<file path="src/rtl/muldiv_unit.sv">
// muldiv_unit: iterative mult/multu/div/divu with architectural HI/LO and mthi/mtlo writes.
// Done pulses 34 cycles after start; `define MULDIV_DZ_EARLY_EN for 2-cycle divide-by-zero with a dz flag.
module muldiv_unit #(
  parameter int XLEN = 32
) (
  input  logic            clk,
  input  logic            reset,
  input  logic            start,
  input  logic [1:0]      op,
  input  logic [XLEN-1:0] a,
  input  logic [XLEN-1:0] b,
  input  logic            hi_we,
  input  logic            lo_we,
  input  logic [XLEN-1:0] wd,
  output logic            busy,
  output logic            done,
  output logic [XLEN-1:0] hi,
  output logic [XLEN-1:0] lo
`ifdef MULDIV_DZ_EARLY_EN
  ,
  output logic            dz
`endif
);

  typedef enum logic [1:0] {
    S_IDLE = 2'd0,
    S_RUN  = 2'd1,
    S_FIX  = 2'd2
  } state_e;

  state_e state_q, state_d;
  logic [4:0] cnt_q, cnt_d;

  logic              is_div_q;
  logic              neg_res_q;
  logic              neg_rem_q;
  logic              bz_q;
  logic [XLEN-1:0]   a_raw_q;
  logic [XLEN-1:0]   b_mag_q;
  logic [2*XLEN-1:0] acc_q;
  logic [XLEN-1:0]   hi_q;
  logic [XLEN-1:0]   lo_q;
  logic              done_q;

  logic            accept;
  logic            sgn;
  logic            a_neg;
  logic            b_neg;
  logic [XLEN-1:0] a_mag;
  logic [XLEN-1:0] b_mag;
  logic            dz_start;

  assign accept   = (state_q == S_IDLE) && start;
  assign sgn      = ~op[0];
  assign a_neg    = sgn & a[XLEN-1];
  assign b_neg    = sgn & b[XLEN-1];
  assign a_mag    = a_neg ? -a : a;
  assign b_mag    = b_neg ? -b : b;
  assign dz_start = op[1] && (b == '0);

  assign busy = (state_q != S_IDLE);
  assign done = done_q;
  assign hi   = hi_q;
  assign lo   = lo_q;

  // ---------------- control FSM ----------------
  always_ff @(posedge clk) begin
    if (reset) begin
      state_q <= S_IDLE;
      cnt_q   <= 5'd0;
    end else begin
      state_q <= state_d;
      cnt_q   <= cnt_d;
    end
  end

  always_comb begin
    state_d = state_q;
    cnt_d   = cnt_q;
    case (state_q)
      S_IDLE: begin
        if (start) begin
          cnt_d   = 5'd0;
          state_d = S_RUN;
`ifdef MULDIV_DZ_EARLY_EN
          if (dz_start) state_d = S_FIX;
`endif
        end
      end
      S_RUN: begin
        cnt_d = cnt_q + 5'd1;
        if (cnt_q == 5'd31) state_d = S_FIX;
      end
      S_FIX:   state_d = S_IDLE;
      default: state_d = S_IDLE;
    endcase
  end

  // ---------------- iteration datapath ----------------
  // Multiply keeps {partial_hi, multiplier}; each step adds the multiplicand and shifts right.
  logic [XLEN:0]     mul_sum;
  logic [2*XLEN-1:0] mul_next;
  // Divide keeps {remainder, dividend->quotient}; each step shifts left and trial-subtracts.
  logic [2*XLEN:0]   div_shift;
  logic              div_ge;
  logic [XLEN-1:0]   div_diff;
  logic [2*XLEN-1:0] div_next;

  always_comb begin
    mul_sum   = {1'b0, acc_q[2*XLEN-1:XLEN]} + (acc_q[0] ? {1'b0, b_mag_q} : {(XLEN+1){1'b0}});
    mul_next  = {mul_sum, acc_q[XLEN-1:1]};
    div_shift = {acc_q, 1'b0};
    div_ge    = (div_shift[2*XLEN:XLEN] >= {1'b0, b_mag_q});
    div_diff  = div_shift[2*XLEN-1:XLEN] - b_mag_q;
    div_next  = div_ge ? {div_diff, div_shift[XLEN-1:1], 1'b1} : div_shift[2*XLEN-1:0];
  end

  // ---------------- sign fix-up / result select ----------------
  logic [XLEN-1:0]   res_hi;
  logic [XLEN-1:0]   res_lo;
  logic [2*XLEN-1:0] prod;

  always_comb begin
    prod   = neg_res_q ? -acc_q : acc_q;
    res_hi = prod[2*XLEN-1:XLEN];
    res_lo = prod[XLEN-1:0];
    if (is_div_q) begin
      if (bz_q) begin
        res_hi = a_raw_q;
        res_lo = '1;
      end else begin
        res_lo = neg_res_q ? -acc_q[XLEN-1:0] : acc_q[XLEN-1:0];
        res_hi = neg_rem_q ? -acc_q[2*XLEN-1:XLEN] : acc_q[2*XLEN-1:XLEN];
      end
    end
  end

  always_ff @(posedge clk) begin
    if (reset) begin
      is_div_q  <= 1'b0;
      neg_res_q <= 1'b0;
      neg_rem_q <= 1'b0;
      bz_q      <= 1'b0;
      a_raw_q   <= '0;
      b_mag_q   <= '0;
      acc_q     <= '0;
      hi_q      <= '0;
      lo_q      <= '0;
      done_q    <= 1'b0;
    end else begin
      if (accept) begin
        is_div_q  <= op[1];
        neg_res_q <= a_neg ^ b_neg;
        neg_rem_q <= a_neg;
        bz_q      <= dz_start;
        a_raw_q   <= a;
        b_mag_q   <= b_mag;
        acc_q     <= {{XLEN{1'b0}}, a_mag};
      end else if (state_q == S_RUN) begin
        acc_q <= is_div_q ? div_next : mul_next;
      end

      done_q <= (state_q == S_FIX);

      // mthi/mtlo share the accept edge with start; the later FIX write wins.
      if (state_q == S_FIX) begin
        hi_q <= res_hi;
        lo_q <= res_lo;
      end else if (state_q == S_IDLE) begin
        if (hi_we) hi_q <= wd;
        if (lo_we) lo_q <= wd;
      end
    end
  end

`ifdef MULDIV_DZ_EARLY_EN
  logic dz_q;

  always_ff @(posedge clk) begin
    if (reset) dz_q <= 1'b0;
    else       dz_q <= (state_q == S_FIX) && is_div_q && bz_q;
  end

  assign dz = dz_q;
`endif

endmodule

</file>
<file path="config.mk">
export PLATFORM = sky130hd
export DESIGN_NAME = muldiv_unit
export DESIGN_NICKNAME = d
export VERILOG_FILES = /design/src/rtl/muldiv_unit.sv
export SDC_FILE = /design/constraint.sdc
export NUM_CORES = 1
export LEC_CHECK = 0
export ABC_AREA = 0
export CAP_MARGIN = 10
export CORE_MARGIN = 2
export CORE_UTILIZATION = 66
export DETAILED_ROUTE_END_ITERATION = 12
export DONT_BUFFER_PORTS = 1
export PLACE_DENSITY_LB_ADDON = 0.12
export SYNTH_ARGS = -nofsm -noshare
export SYNTH_HDL_FRONTEND = slang
export SYNTH_SLANG_ARGS = --single-unit
</file>
<file path="constraint.sdc">
create_clock -name clk -period 3.56 [get_ports clk]
set_input_delay 0.534 -clock clk [delete_from_list [all_inputs] [get_ports clk]]
set_output_delay 0.534 -clock clk [all_outputs]
set_load 0.005 [all_outputs]
</file>
==> impl_metrics.ini, run 1 <==
[run_status]
status = finished clean

[pwr]
power_per_cell_area_nw_per_um2 = 424
power.leakage_nw = 6.34
vdd_drop_max_mv = 0.354
total_power_w = 0.00723

[synthesis]
synthAdderAreaFrac = 0.0579
synth_edf_count = 0
netlist_top_cells_area = dfxtp_1 26%, nand2_1 6.8%, a21oi_1 6.6%
synth_seq_area_share = 0.258
synth.ff_latch_count = 204
syn_avg_cell_area_sq_um = 7.32
synthFlopType = dfxtp_1
synth_top_family_by_area = compound AO/OA/AOI/OAI gates
synth_compound_area_frac = 0.289
synth-simple-area-share = 0.203
yosys_warnings = 0
synthCells = 2162
synth_async_sr_flop_share = 0
synth_top_area_frac = 0.258
synth_xor_area_frac = 0.108
synth_most_common_cell = nand2_1
yosysTopAreaCell = dfxtp_1
synth_common_cells = 288 x nand2_1, 213 x nor2_1, 210 x a21oi_1
synth_fp_nets = 2337
synth.distinct_cells = 73
syn-cell-area_sq_um = 15800
synthMuxAreaShare = 0.0297

[cells_and_area]
final_nets = 2275
final_util = 0.726
n_antenna_cell = 0
area_growth_pct = 7.69
drive_above_1_share = 0.0709
finalNonFillerCells = 2436

[timing]
clock_skew_ns = 0.0118
max_slew_margin = 0.245
fin_crit_sh = 0.951
maxSlewViolCount = 0
tightest_slew_ns = 1.13
max_freq_ghz = 0.295
setup_viol = 0
fin_crit_ns = 3.39
finalWorstSetupSlack_ns = 0.174
finalHoldViolCount = 0

[clocking]
path_clk_slew_ns = 0.06
root_buffer = clkbuf_16
cts.sinks = 204
cts.path.max_buffers = 3
cts_tree = done
worstSkewPairLatency_ns = 0.53
htree_num_levels = 1
cts_buffers = 24

[route]
drtIter0Drc = 2566
wl_per_cell_um = 22.2
avgViaCountPerCell = 6.82
vias = 16600
routed_wl_mm = 54.1
drc = 0
drt-pass1-iter-count = 8
ant_nets = 0

[min_path]
min_to = done$_SDFF_PP0_
hold_path_class = input port to flop
worstHoldPathCells = 1
min-delay-start = reset

[place]
place_congestion = 1.03
dp_cells = 2391
port_buffers = 0
hpwl_mm = 40.3
place_ws_ns = 0.0728

[global_routing]
grt_pass1_wl_mm = 84.0
antenna_found_initial = 0
grt_usage = 0.413
grt_overflow = 0
grt_pass1_vias = 15200
grt_max_degree = 175

[setup_path]
cp-start-kind = flop
crit_path_max_fanout = 4
path_class = flop to flop
path_buf_inv = 3
r2r-start = acc_q[32]$_SDFFE_PP0P_
critical_path.cell_chain = buf_4 > inv_1 > fa_1 > nor2b_1 > o31a_1 > o211ai_1 > nor3b_1 > buf_4 > o21ai_1 > a21oi_1 > o221ai_1 > a21oi_1 > xor2_1 > a221oi_1
reg2reg_slack_ns = 0.17
cp_slowest_cell = fa_1
crit_cells = 14
r2r_cells = 14
worstPathRequired_ns = 3.99
cp_top_family = compound AO/OA/AOI/OAI gates
crit_arrival_ns = 3.82
max_stage_delay_ns = 0.46
r2r_end = acc_q[62]$_SDFFE_PP0P_
worstSetupEndpointType = flop

[floorplan]
die_area_sq_um = 25200
io_pins = 169
die_h_um = 159
rows = 56
core_area_sq_um = 23500
start_util = 0.674
fp.dieW_um = 159

[run]
maxCapViolations = 0
[power breakdown]
group | internal [W] | leakage [nW] | total (W) | switching [W]
registers | 0.00245 | 1.68 | 0.00265 | 0.000204
logic | 0.000797 | 4.29 | 0.00211 | 0.00131
clock network | 0.00146 | 0.379 | 0.00247 | 0.00101
total | 0.00470 | 6.34 | 0.00723 | 0.00252
[per-stage QoR]
step	cell area (sq um)	setup TNS [ns]	hold slack, ns
after floorplan	15800	0	0.436
after global placement	16200	0	0.440
after detailed placement	16200	0	0.443
after CTS	17000	0	0.0952
after global routing	17000	-0.00728	0.0952
final	17000	0	0.113
[flip-flops by register name, summed over array words and instances, names as in the netlist]
signal	flops
b_mag_q	32
cnt_q	5
neg_res_q	1
hi	32
acc_q	64
done	1
a_raw_q	32
is_div_q	1
state_q	2
neg_rem_q	1
lo	32
bz_q	1
[worst max path at each step]
stage	startpoint	endpoint	slack, ns
after floorplan	acc_q[0]$_SDFFE_PP0P_	acc_q[62]$_SDFFE_PP0P_	0.37
after global placement	acc_q[32]$_SDFFE_PP0P_	acc_q[62]$_SDFFE_PP0P_	0.18
after detailed placement	b_mag_q[1]$_SDFFE_PP0P_	acc_q[40]$_SDFFE_PP0P_	0.07
after CTS	b_mag_q[1]$_SDFFE_PP0P_	acc_q[40]$_SDFFE_PP0P_	0.07
after global routing	acc_q[0]$_SDFFE_PP0P_	acc_q[62]$_SDFFE_PP0P_	-0.007
final	acc_q[32]$_SDFFE_PP0P_	acc_q[62]$_SDFFE_PP0P_	0.17
[worst reg2reg max path, cell delays in order, from the launching register on]
cell and delay, ns:
dfxtp_1 0.36, buf_4 0.14, inv_1 0.09, fa_1 0.46, nor2b_1 0.24, o31a_1 0.26, o211ai_1 0.15, nor3b_1 0.16
buf_4 0.15, o21ai_1 0.24, a21oi_1 0.18, o221ai_1 0.30, a21oi_1 0.14, xor2_1 0.17, a221oi_1 0.27
[placed cells by master (no fill, tap or decap), types with 7 or more instances in the layout]
| cell type | n |
|---|---|
| nor2b_1 | 11 |
| o221ai_1 | 39 |
| nand2_1 | 288 |
| nand2b_1 | 18 |
| o31ai_1 | 25 |
| xor2_1 | 79 |
| o41ai_1 | 10 |
| a211oi_1 | 103 |
| o211ai_1 | 41 |
| o21ai_0 | 129 |
| dfxtp_1 | 201 |
| nor3_1 | 43 |
| clkbuf_1 | 8 |
| a311oi_1 | 8 |
| or4_1 | 13 |
| ha_1 | 70 |
| mux2i_1 | 47 |
| o21bai_1 | 12 |
| buf_4 | 70 |
| nand4_1 | 7 |
| o21ai_1 | 20 |
| xnor2_1 | 117 |
| nor4_1 | 11 |
| inv_1 | 61 |
| a21oi_1 | 208 |
| clkbuf_16 | 24 |
| o22ai_1 | 10 |
| and3_1 | 8 |
| a31oi_1 | 19 |
| nand3_1 | 29 |
| a21o_1 | 19 |
| o21a_1 | 12 |
| or3_1 | 22 |
| nor2_1 | 211 |
[layout make-up]
type                            count  area (sq um)
Fill cell                        1959          6430
Sequential cell                   204          4090
Clock inverter                      8           111
Inverter                           61           229
Multi-Input combinational cell   1735         10900
Timing Repair Buffer               74           597
Tap cell                          319           399
Clock buffer                       35           672
[layer usage]
layer / global-route usage / part of all wire / up-vias
li1: - / - / 7664
met1: 0.568 / 0.41 / 7686
met2: 0.620 / 0.42 / 1080
met3: 0.110 / 0.13 / 173
met4: 0.148 / 0.040 / 0
met5: 0 / 0 / -
[kinds of logic after synthesis]
| family | Yosys count |
|---|---|
| AO/OA/AOI/OAI | 711 |
| AND/OR/NAND/NOR | 709 |
| buffers and inverters | 223 |
| flip-flops | 204 |
| XOR/XNOR | 196 |
| adder cells (fa/ha/maj) | 72 |
| multiplexers | 47 |
[repair_timing]
item	4_1_cts	5_1_grt
buffers inserted	0	2
hold buffers	0	0
resized for setup	0	11
endpoints found under the setup margin	0	20
Note: power is estimated with default switching activity, not from simulation.
==> run 2, diff against run 1 <==
--- a/config.mk
+++ b/config.mk
@@ -9,6 +9,7 @@
 export CAP_MARGIN = 10
 export CORE_MARGIN = 2
 export CORE_UTILIZATION = 66
+export CTS_CLUSTER_SIZE = 30
 export DETAILED_ROUTE_END_ITERATION = 12
 export DONT_BUFFER_PORTS = 1
 export PLACE_DENSITY_LB_ADDON = 0.12
==> results of run 2 <==
The final DEF is identical to that of run 1; final timing and power are the same.
